**config.mk**
```make
export PLATFORM = sky130hd
export DESIGN_NAME = instr_fetch_unit
export DESIGN_NICKNAME = d
export VERILOG_FILES = /design/src/rtl/instr_fetch_unit.sv
export SDC_FILE = /design/constraint.sdc
export NUM_CORES = 1
export LEC_CHECK = 0
export BUFFER_PORTS_ARGS = -buffer_cell sky130_fd_sc_hd__buf_2
export CAP_MARGIN = 20
export CELL_PAD_IN_SITES_DETAIL_PLACEMENT = 1
export CELL_PAD_IN_SITES_GLOBAL_PLACEMENT = 2
export CORE_MARGIN = 5
export CORE_UTILIZATION = 34
export DETAILED_ROUTE_END_ITERATION = 10
export PLACE_DENSITY = 0.83
export RECOVER_POWER = 50
export SLEW_MARGIN = 20
export SYNTH_ARGS = -nofsm -noshare
export SYNTH_HDL_FRONTEND = slang
export SYNTH_SLANG_ARGS = --single-unit
export TNS_END_PERCENT = 100
```
**constraint.sdc**
```tcl
create_clock -name clk -period 1.8 [get_ports clk]
set_input_delay 0.09 -clock clk [delete_from_list [all_inputs] [get_ports clk]]
set_output_delay 0.09 -clock clk [all_outputs]
set_load 0.05 [all_outputs]
```
**src/rtl/instr_fetch_unit.sv**
```systemverilog
// ---------------------------------------------------------------------------
// instr_fetch_unit
//
// Purpose: sequential instruction fetcher with a 2-entry prefetch buffer.
//   The PC drives a combinational instruction memory. Each fetched byte is
//   pushed into the buffer together with its address. The control unit
//   consumes the head entry with a valid/ready handshake. A redirect
//   flushes the buffer and restarts fetch at a new address.
//
// Optional feature (macro IFETCH_HALT_EN):
//   When defined, fetching 8'h00 pushes that entry, freezes the PC on its
//   address and enters HALT. HALT is left only by a redirect.
//   When undefined, 8'h00 is an ordinary instruction and halted is tied 0.
//
// Parameters:
//   RESET_PC    - PC value loaded on reset
//   DEPTH       - prefetch buffer entries (only 2 is supported)
//
// Ports:
//   clk          in   clock, all state changes on its rising edge
//   rst_n        in   asynchronous active-low reset
//   imem_addr    out  instruction memory address (the PC)
//   imem_data    in   instruction memory data, valid in the same cycle
//   instr        out  head-of-buffer instruction (0 when buffer empty)
//   instr_pc     out  fetch address of instr (0 when buffer empty)
//   instr_valid  out  buffer non-empty
//   instr_ready  in   consumer accepts the head entry this cycle
//   redirect     in   flush and restart fetch at redirect_pc
//   redirect_pc  in   new fetch address
//   halted       out  fetch stopped in HALT state
//   fifo_count   out  number of occupied buffer entries (0..2)
// ---------------------------------------------------------------------------
module instr_fetch_unit #(
  parameter logic [3:0] RESET_PC = 4'h0,
  parameter int         DEPTH    = 2
) (
  input  logic       clk,
  input  logic       rst_n,
  output logic [3:0] imem_addr,
  input  logic [7:0] imem_data,
  output logic [7:0] instr,
  output logic [3:0] instr_pc,
  output logic       instr_valid,
  input  logic       instr_ready,
  input  logic       redirect,
  input  logic [3:0] redirect_pc,
  output logic       halted,
  output logic [1:0] fifo_count
);

  localparam logic [1:0] FULL = 2'(DEPTH);

  typedef enum logic {
    RUN  = 1'b0,
    HALT = 1'b1
  } state_e;

  state_e      state_q, state_d;
  logic [3:0]  pc_q, pc_d;
  logic [1:0]  count_q, count_d;
  logic        rd_ptr_q, wr_ptr_q;
  logic [11:0] buf_q [2];            // each entry is {fetch pc, instruction}

  logic        pop;
  logic        push;
  logic        halt_hit;
  logic [11:0] head;

  // A handshake in the same cycle as a redirect is discarded with the flush.
  assign pop  = instr_valid & instr_ready & ~redirect;
  // A pop frees the head slot at this edge, so a full buffer still accepts.
  assign push = (state_q == RUN) & ~redirect & ((count_q != FULL) | pop);

`ifdef IFETCH_HALT_EN
  assign halt_hit = push & (imem_data == 8'h00);
  assign halted   = (state_q == HALT);
`else
  assign halt_hit = 1'b0;
  assign halted   = 1'b0;
`endif

  always_comb begin
    state_d = state_q;
    pc_d    = pc_q;
    count_d = count_q;
    if (redirect) begin
      state_d = RUN;
      pc_d    = redirect_pc;
      count_d = 2'd0;
    end else begin
      if (halt_hit) begin
        state_d = HALT;              // PC stays on the halt instruction
      end else if (push) begin
        pc_d = pc_q + 4'd1;          // wraps 4'hF -> 4'h0
      end
      count_d = count_q + 2'(push) - 2'(pop);
    end
  end

  always_ff @(posedge clk or negedge rst_n) begin
    if (!rst_n) begin
      state_q  <= RUN;
      pc_q     <= RESET_PC;
      count_q  <= 2'd0;
      rd_ptr_q <= 1'b0;
      wr_ptr_q <= 1'b0;
    end else begin
      state_q <= state_d;
      pc_q    <= pc_d;
      count_q <= count_d;
      if (redirect) begin
        rd_ptr_q <= 1'b0;
        wr_ptr_q <= 1'b0;
      end else begin
        rd_ptr_q <= rd_ptr_q ^ pop;
        wr_ptr_q <= wr_ptr_q ^ push;
      end
    end
  end

  always_ff @(posedge clk or negedge rst_n) begin
    if (!rst_n) begin
      buf_q[0] <= 12'h000;
      buf_q[1] <= 12'h000;
    end else if (push) begin
      buf_q[wr_ptr_q] <= {pc_q, imem_data};
    end
  end

  assign head        = buf_q[rd_ptr_q];
  assign instr_valid = (count_q != 2'd0);
  assign instr       = instr_valid ? head[7:0]  : 8'h00;
  assign instr_pc    = instr_valid ? head[11:8] : 4'h0;
  assign imem_addr   = pc_q;
  assign fifo_count  = count_q;

endmodule

```
* After elaboration in Yosys (flattened, before gate mapping) *
Index checks and enable logic that the tools add are counted.

storage, ports and cells
  logic and storage cells = 38
  output and inout port bits = 20
  flip-flop bits (word level) = 32

operators by class
  mux-type cells = 13
  bitwise operators = 9
  order comparisons = 3
  eq/ne operators = 1
  reductions and logical operators = 3
  add/subtract/negate cells = 3

operators with widths
  kind                                                                          count
  12-bit two-way mux                                                            4
  24-bit bitwise mux                                                            1
  12-bit demux with 1-bit select                                                1
  4-bit two-way mux                                                             3
  8-bit two-way mux                                                             1
  4-bit by 1-bit adder with 4-bit output, second input constant                 1
  2-bit greater-or-equal comparator, second input constant                      2
  1-bit inverter with 2-bit output                                              2
  2-bit nonzero test                                                            2
  1-bit bitwise AND                                                             3
  2-bit by 1-bit adder with 2-bit output                                        1
  2-bit by 1-bit less-than comparator with 1-bit output, second input constant  1
  1-bit two-way mux                                                             2
  2-bit two-way mux                                                             1
  2-bit inequality test, second input constant                                  1
  2-bit by 1-bit subtractor with 2-bit output                                   1
  1-bit XOR                                                                     2
  1-bit logical AND                                                             1
  1-bit inverter                                                                1
  1-bit bitwise OR                                                              1

* Longest topological paths before layout *
Gate-level depths: netlist (run 1).

  word-level depth = 8
  depth in mapped cells = 8
  mapped depth without buffers = 8

* Worst setup path after synthesis (run 1) *
No wires, ideal clock.

  path kind = register to register
  start = register count_q[0], in the netlist fifo_count[0]
  end = register buf_q[13] (netlist name)
  path slack = -0.224 ns
  setup time = 0.125 ns
  stages on the path, launching flop included = 6
  data arrival time = 1.899 ns
  cell sequence = dfrtp_1 and2b_4 a21oi_1 ha_1 buf_2 mux2_2

between the ends
  longest elaborated chain between the ends = 5
  elaborated cells between the ends (all ways) = 6
  those cells by class = eq/ne: 1; bitwise: 4; reduce/logical: 1

ends and longest elaborated chain
  item                            line  text
  start: declaration              60    logic [1:0] count_q, count_d;
  start signal: assignment        110   count_q <= count_d;
  2-bit nonzero test              131   assign instr_valid = (count_q != 2'd0);
  1-bit bitwise AND (2 in a row)  70    assign pop = instr_valid & instr_ready & ~redirect;
  1-bit bitwise OR (*)            72    assign push = (state_q == RUN) & ~redirect & ((count_q != FULL) | pop);
  1-bit bitwise AND (*)           72
  end signal: indexed assignment  126   buf_q[wr_ptr_q] <= {pc_q, imem_data};
  end: declaration                62    logic [11:0] buf_q [2];

Every way passes the cells marked *; elsewhere a longest branch is shown, timed or not.
A chain may end at the register's enable or synchronous reset.

* Final worst setup path (run 1) *
  start = register count_q[1], in the netlist fifo_count[1]
  end = register buf_q[15] (netlist name)

Same word-level chain as after synthesis.

==> results of run 1 <==
[where the power goes]
group / internal (mW) / switching, mW
Combinational: 0.621 / 1.17
Sequential: 1.03 / 0.256
Clock: 0.349 / 0.254
Total: 2.00 / 1.68
[synth_stat cells, drive strengths merged]
| cell | n | area (µm²) |
|---|---|---|
| mux2i | 12 | 120 |
| a2111o | 1 | 11.3 |
| and2b | 1 | 10.0 |
| xnor2 | 1 | 8.76 |
| a21boi | 2 | 15.0 |
| buf | 7 | 40.0 |
| dfrtp | 32 | 801 |
| nand3 | 2 | 10.0 |
| mux2 | 24 | 270 |
| o21ai | 2 | 10.0 |
| o31ai | 1 | 7.51 |
| nor2b | 2 | 12.5 |
| a31oi | 1 | 6.26 |
| o211ai | 3 | 27.5 |
| ha | 5 | 62.6 |
| inv | 5 | 18.8 |
| xor2 | 2 | 17.5 |
| nand2b | 2 | 20.0 |
| a21oi | 2 | 10.0 |
| nand2 | 5 | 18.8 |
| conb | 1 | 3.75 |
| nor3 | 1 | 5.00 |
| nor2 | 19 | 71.3 |
[flip-flops by register name, summed over array words and instances (netlist names)]
register and flops:
buf_q 24, fifo_count 2, imem_addr 4, rd_ptr_q 1
wr_ptr_q 1
[routing by layer]
layer	vias up	global-route usage [%]	wire, µm	part of all wire [%]
met5	-	0	0	0
met4	0	5.07	52	1.5
met3	5	3.43	190	5.7
met2	31	20.6	1680	50
met1	555	14.4	1440	43
li1	524	-	-	-
[worst max path at each step]
stage,from,to,slack (ns),cells past startpoint
floorplan,fifo_count[0]$_DFF_PN0_,fifo_count[0]$_DFF_PN0_,0.03,7
global placement,fifo_count[1]$_DFF_PN0_,buf_q[17]$_DFFE_PN0P_,0.11,4
detailed placement,fifo_count[1]$_DFF_PN0_,buf_q[12]$_DFFE_PN0P_,0.04,4
CTS,fifo_count[1]$_DFF_PN0_,buf_q[15]$_DFFE_PN0P_,0.02,4
global route,fifo_count[1]$_DFF_PN0_,fifo_count[1]$_DFF_PN0_,0.004,7
finish,fifo_count[1]$_DFF_PN0_,buf_q[15]$_DFFE_PN0P_,0.09,4
[logic make-up (layout without fill, tap and decap cells)]
family	count (synthesis)	in the layout	share of synthesized area (%)
xor gates and xnor gates	3	3	1.67
other	1	1	0.238
buffers and inverters	12	50	3.73
AOI/OAI and AO/OA	12	12	5.55
and+or+nand+nor	32	32	9.36
DFF	32	32	50.8
adders and majority gates	5	5	3.97
muxes	36	36	24.7
[worst min-delay path: cells and delay by family]
family                 cells  cell delay [ns]
buffers and inverters      1             0.07
AO/OA/AOI/OAI              1             0.06
AND/OR/NAND/NOR            1             0.04
[stage by stage]
stage	instance area (µm²)	utilization [%]	cells	hold WS, ns	worst slack (ns)
2_1_floorplan	1590	-	133	-0.206	0.0314
3_3_place_gp	1800	40.8	214	0.175	0.106
3_5_place_dp	1800	40.8	214	0.189	0.0397
4_1_cts	1910	43.3	223	0.0249	0.0226
5_1_grt	1910	43.3	223	0.0379	0.00361
6_report	1910	43.3	223	0.0286	0.0902
[cell type report]
type,count,area (µm²),share of cell area (%)
flip-flops and latches,32,805,42.1
multi-input cells,89,734,38.4
well taps,52,65.1,3.41
clock buffers,8,100,5.24
repair buffers,37,188,9.82
inverters,5,18.8,0.982
[what timing repair did]
action                                  CTS  global route
endpoints found under the setup margin    3            25
cloned                                    0             0
endpoints found under the hold margin    32             0
hold buffers                              1             0
resized for setup                         1             1
==> qor.txt, run 1 <==
Crit path max-delay family - flip-flops
synthesized area - 1580 µm²
Area Overhead vs Synth - 21.1%
Vias/cell - 5.00
kind of critical path - flop to flop
Warnings, synthesis - 0
Largest stage delay, worst path - 0.44 ns
beginning of the worst hold path - redirect_pc[0]
pwr dens - 1930 nW/µm²
commonest non-fill, non-tap cell in the layout - dfrtp_1
CTS tree - built
Hold Path Class - input pin to flop
largest net degree at the start of global routing - 33
Max-slew headroom - 47.7%
crit end category - flop
post-DP HPWL - 2.54 mm
Net Count, Synth - 154
worst r2r dst - buf_q[15]$_DFFE_PN0P_
Lkg Pwr - 0.871 nW
first-pass GRT wire length - 5.98 mm
reg2reg path depth - 4
Least-Margin Pin Slew - 0.785 ns
Layout fillers - 491
Critical R2R Launch - fifo_count[1]$_DFF_PN0_
synthesized area per cell - 11.9 µm²
register bit total from synthesis - 32
die height - 78.1 µm
Horiz. Die Dim - 78.1 µm
fmax - 0.585 GHz
worst-path maximum fanout - 12
starting density of the core - 35.7%
routed wire length - 3.36 mm
status - complete, no violations
Routed Antenna Nets - 0
worst skew pair latency - 0.28 ns
unrepaired setup endpoints after global routing - no
worst hold endpoint - imem_addr[0]$_DFFE_PN0P_
slowest CP cell - dfrtp_2
root buffer cell - clkbuf_8
Worst VDD drop - 0.589 mV
H-tree depth - 2
max-slew violation count - 0
Tot Pwr - 3.68 mW
sequential share of the synthesized area - 50.8%
initial antenna violation count - 0
Setup violations, final - 0
reg2reg setup slack - 0.09 ns
commonest non-fill, non-tap cells in the layout - 29 x dfrtp_1, 27 x buf_2, 24 x mux2_2
Worst setup SP type - flop
vias in the first global route - 1259
setup TNS - 0 ns
Ports - 36
GR Util All Layers - 12.2%
layout cell share with drive strength beyond 1 - 40.9%
post-CTS setup buffers - 0
Avg WL per Cell - 15.1 µm
Netlist cell types - 26
via count - 1115
DRT iter0 DRCs - 28
GRT Residual Overflow - 0
layout net count - 191
Fin. Hold Viols - 0
Cell Chain, Critical Path - and2b_4 -> a21oi_4 -> ha_2 -> mux2_2
max_cap viols - 0
core area - 4410 µm²
# rows - 24
Worst Clk Skew - 0.0102 ns
Tcrit/Tclk final - 95.0%
RePlAce Congestion - 0.795
Clock Sinks - 32
CTS clk-pin slew, worst paths - 0.07 ns
Post-route DRC - 0
Max clock buf depth - 2
crit path DAT - 1.87 ns
Required @ worst endpoint - 1.96 ns
port bufs - 34
fin crit period - 1.71 ns
Synth Instances - 133
DR pass1 iterations - 3
CTS buffer count - 5
# diodes - 0
Crit path buffers/inverters - 0
Hold Crit Depth - 3
Die ar. - 6100 µm²
No activity file was read; power rests on OpenSTA's default activity.
==> run 2, diff against run 1 <==
- clock period: 1.8 -> 1.65 ns (I/O delays scaled with it)
==> run 2 against run 1 <==
  * Global-route usage rose by 0.66 points
  * Critical path depth is 4 higher
  * Count of clock-buffer cells in the layout fell by 1
  * Routed wire length is 3.6% higher
  * Die area stayed put
  * Setup slack worse by 0.00068 ns
  * Maximum frequency grew 9.6%
  * Via count rose by 1.9%
  * Power rose by 18%
  * Register-to-register slack barely moved
  * Critical endpoint is now fifo_count[1]$_DFF_PN0_
==> qor.txt, run 2 (synthesis results as in run 1) <==
crit path DAT - 1.74 ns (-0.13 ns)
Clock Sinks - 32 (unchanged)
Fin. Hold Viols - 0 (unchanged)
pwr dens - 2120 nW/µm² (+10%)
Post-route DRC - 0 (unchanged)
worst hold endpoint - imem_addr[0]$_DFFE_PN0P_
Internal Power - 2.45 mW (+23%)
Hold Path Class - input pin to flop
vias in the first global route - 1259 (unchanged)
max_cap viols - 0 (unchanged)
Largest stage delay, worst path - 0.41 ns (-0.03 ns)
Routed Antenna Nets - 0 (unchanged)
unrepaired setup endpoints after global routing - no
RePlAce Congestion - 0.809 (+1.7%)
Placed Cells - 217 (+1.4%)
port bufs - 34 (unchanged)
beginning of the worst hold path - redirect_pc[0]
core area - 4410 µm² (unchanged)
most frequent CP cell - ha_4
# diodes - 0 (unchanged)
fin crit period - 1.56 ns (-0.149 ns)
Horiz. Die Dim - 78.1 µm (unchanged)
setup TNS - 0 ns (unchanged)
Worst VDD drop - 0.715 mV (+21%)
Max clock buf depth - 2 (unchanged)
worst r2r dst - fifo_count[1]$_DFF_PN0_
DR pass1 iterations - 4 (+1)
Worst setup SP type - flop
switching power - 1.89 mW (+13%)
largest net degree at the start of global routing - 33 (unchanged)
Reg with most FFs - buf_q
Max-slew headroom - 47.3% (-0.40 points)
switching part of the total power - 43.6% (-2.1 points)
Tcrit/Tclk final - 94.6% (-0.41 points)
Critical R2R Launch - fifo_count[1]$_DFF_PN0_
Required @ worst endpoint - 1.83 ns (-0.13 ns)
Worst Clk Skew - 0.00412 ns (-0.00605 ns)
max reg flops - 24 (unchanged)
commonest non-fill, non-tap cells in the layout - 29 x dfrtp_1, 27 x buf_2, 24 x mux2_2
first-pass GRT wire length - 6.14 mm (+2.7%)
fmax - 0.641 GHz (+9.6%)
Lkg Pwr - 0.923 nW (+5.9%)
initial antenna violation count - 0 (unchanged)
Layout Cells excl Fill - 230 (+3.1%)
DRT iter0 DRCs - 35 (+25%)
CTS tree - built
slowest CP cell - dfrtp_2
GRT Residual Overflow - 0 (unchanged)
reg2reg path depth - 8 (+4)
crit end category - flop
# rows - 24 (unchanged)
layout cell share with drive strength beyond 1 - 46.1% (+5.1 points)
H-tree depth - 2 (unchanged)
Ports - 36 (unchanged)
CTS clk-pin slew, worst paths - 0.07 ns (about the same)
Area Overhead vs Synth - 30.0%
routed wire length - 3.48 mm (+3.6%)
kind of critical path - flop to flop
clock power share - 18.9% (+2.5 points)
Setup violations, final - 0 (unchanged)
worst-path maximum fanout - 3 (-9)
GR Util All Layers - 12.8% (+0.66 points)
post-DP HPWL - 2.50 mm (-1.6%)
max-slew violation count - 0 (unchanged)
Comb power frac - 49.5% (+0.8 points)
Avg WL per Cell - 15.1 µm (+0.42%)
starting density of the core - 35.7% (unchanged)
reg2reg setup slack - 0.09 ns (about the same)
Die ar. - 6100 µm² (unchanged)
Cell Chain, Critical Path - and2b_4 -> a21oi_4 -> inv_1 -> ha_4 -> inv_2 -> ha_4 -> xnor2_2 -> nor2_1
status - complete, no violations
via count - 1136 (+1.9%)
root buffer cell - clkbuf_8
layout net count - 198 (+3.7%)
worst skew pair latency - 0.28 ns (about the same)
Vias/cell - 4.94 (-1.2%)
die height - 78.1 µm (unchanged)
Hold Crit Depth - 3 (unchanged)
sequential share of power - 31.6% (-3.3 points)
commonest non-fill, non-tap cell in the layout - dfrtp_1
Least-Margin Pin Slew - 0.791 ns (+0.00597 ns)
CTS buffer count - 5 (unchanged)
[run 2: cell types whose count changed in the layout (fill, tap and decap cells not counted), sizes merged]
cell	before	now
buf	29	35
bufinv	0	1
[run 2: final cells by class]
cell class | count | area [µm²]
Clock inverter | 1 | 30.0
Multi-Input combinational cell | 89 | 774
Fill cell | 490 | 2360
Tap cell | 52 | 65.1
Timing Repair Buffer | 44 | 262
Inverter | 5 | 18.8
Sequential cell | 32 | 805
Clock buffer | 7 | 96.3
[run 2: metrics by stage]
step	total power [mW]	util, %	setup WS, ns	hold WS (ns)	area (µm²)
after floorplan	2.96	-	-0.0956	-0.213	1610
after global placement	3.40	42.0	0.0443	0.159	1850
after detailed placement	3.47	42.0	-0.0222	0.176	1850
after CTS	4.39	46.1	0.00656	0.0126	2030
after global routing	4.64	46.5	0.00702	0.0217	2050
final	4.34	46.5	0.0896	0.0211	2050
[run 2: worst max-delay path, delay by kind of cell (launching register included)]
family / cells / cell delay [ns]
compound gates: 1 / 0.14
xor+xnor: 1 / 0.12
simple gates: 2 / 0.23
fa+ha+maj: 2 / 0.42
buf+inv: 2 / 0.14
flops: 1 / 0.41
[run 2: routing by layer]
metal	global-route usage, %	wire [µm]
met1	15.4	1490
met2	20.2	1710
met3	5.61	226
met4	5.07	53
met5	0	0
[run 2: worst max path at each step]
stage,slack [ns],startpoint,to,cells past startpoint
2_1_floorplan,-0.1,fifo_count[0]$_DFF_PN0_,fifo_count[0]$_DFF_PN0_,7
3_3_place_gp,0.04,fifo_count[1]$_DFF_PN0_,fifo_count[0]$_DFF_PN0_,7
3_5_place_dp,-0.02,fifo_count[1]$_DFF_PN0_,fifo_count[1]$_DFF_PN0_,8
4_1_cts,0.007,fifo_count[0]$_DFF_PN0_,fifo_count[1]$_DFF_PN0_,8
5_1_grt,0.007,fifo_count[1]$_DFF_PN0_,fifo_count[1]$_DFF_PN0_,8
6_report,0.09,fifo_count[1]$_DFF_PN0_,fifo_count[1]$_DFF_PN0_,8
[run 2: what timing repair did]
item                                   CTS  global route
pin swaps                                3             3
setup endpoints to repair               14            13
gates resized for setup                  4             3
setup buffers                            3             1
hold buffers                             1             0
endpoints found under the hold margin   32             0
[run 2: power by group through the flow]
stage,combinational [mW],clock [mW],sequential [mW]
after floorplan,1.52,0,1.43
after global placement,2.02,0,1.37
after detailed placement,2.06,0,1.41
after CTS,2.16,0.847,1.39
after global routing,2.33,0.874,1.44
final,2.15,0.819,1.37
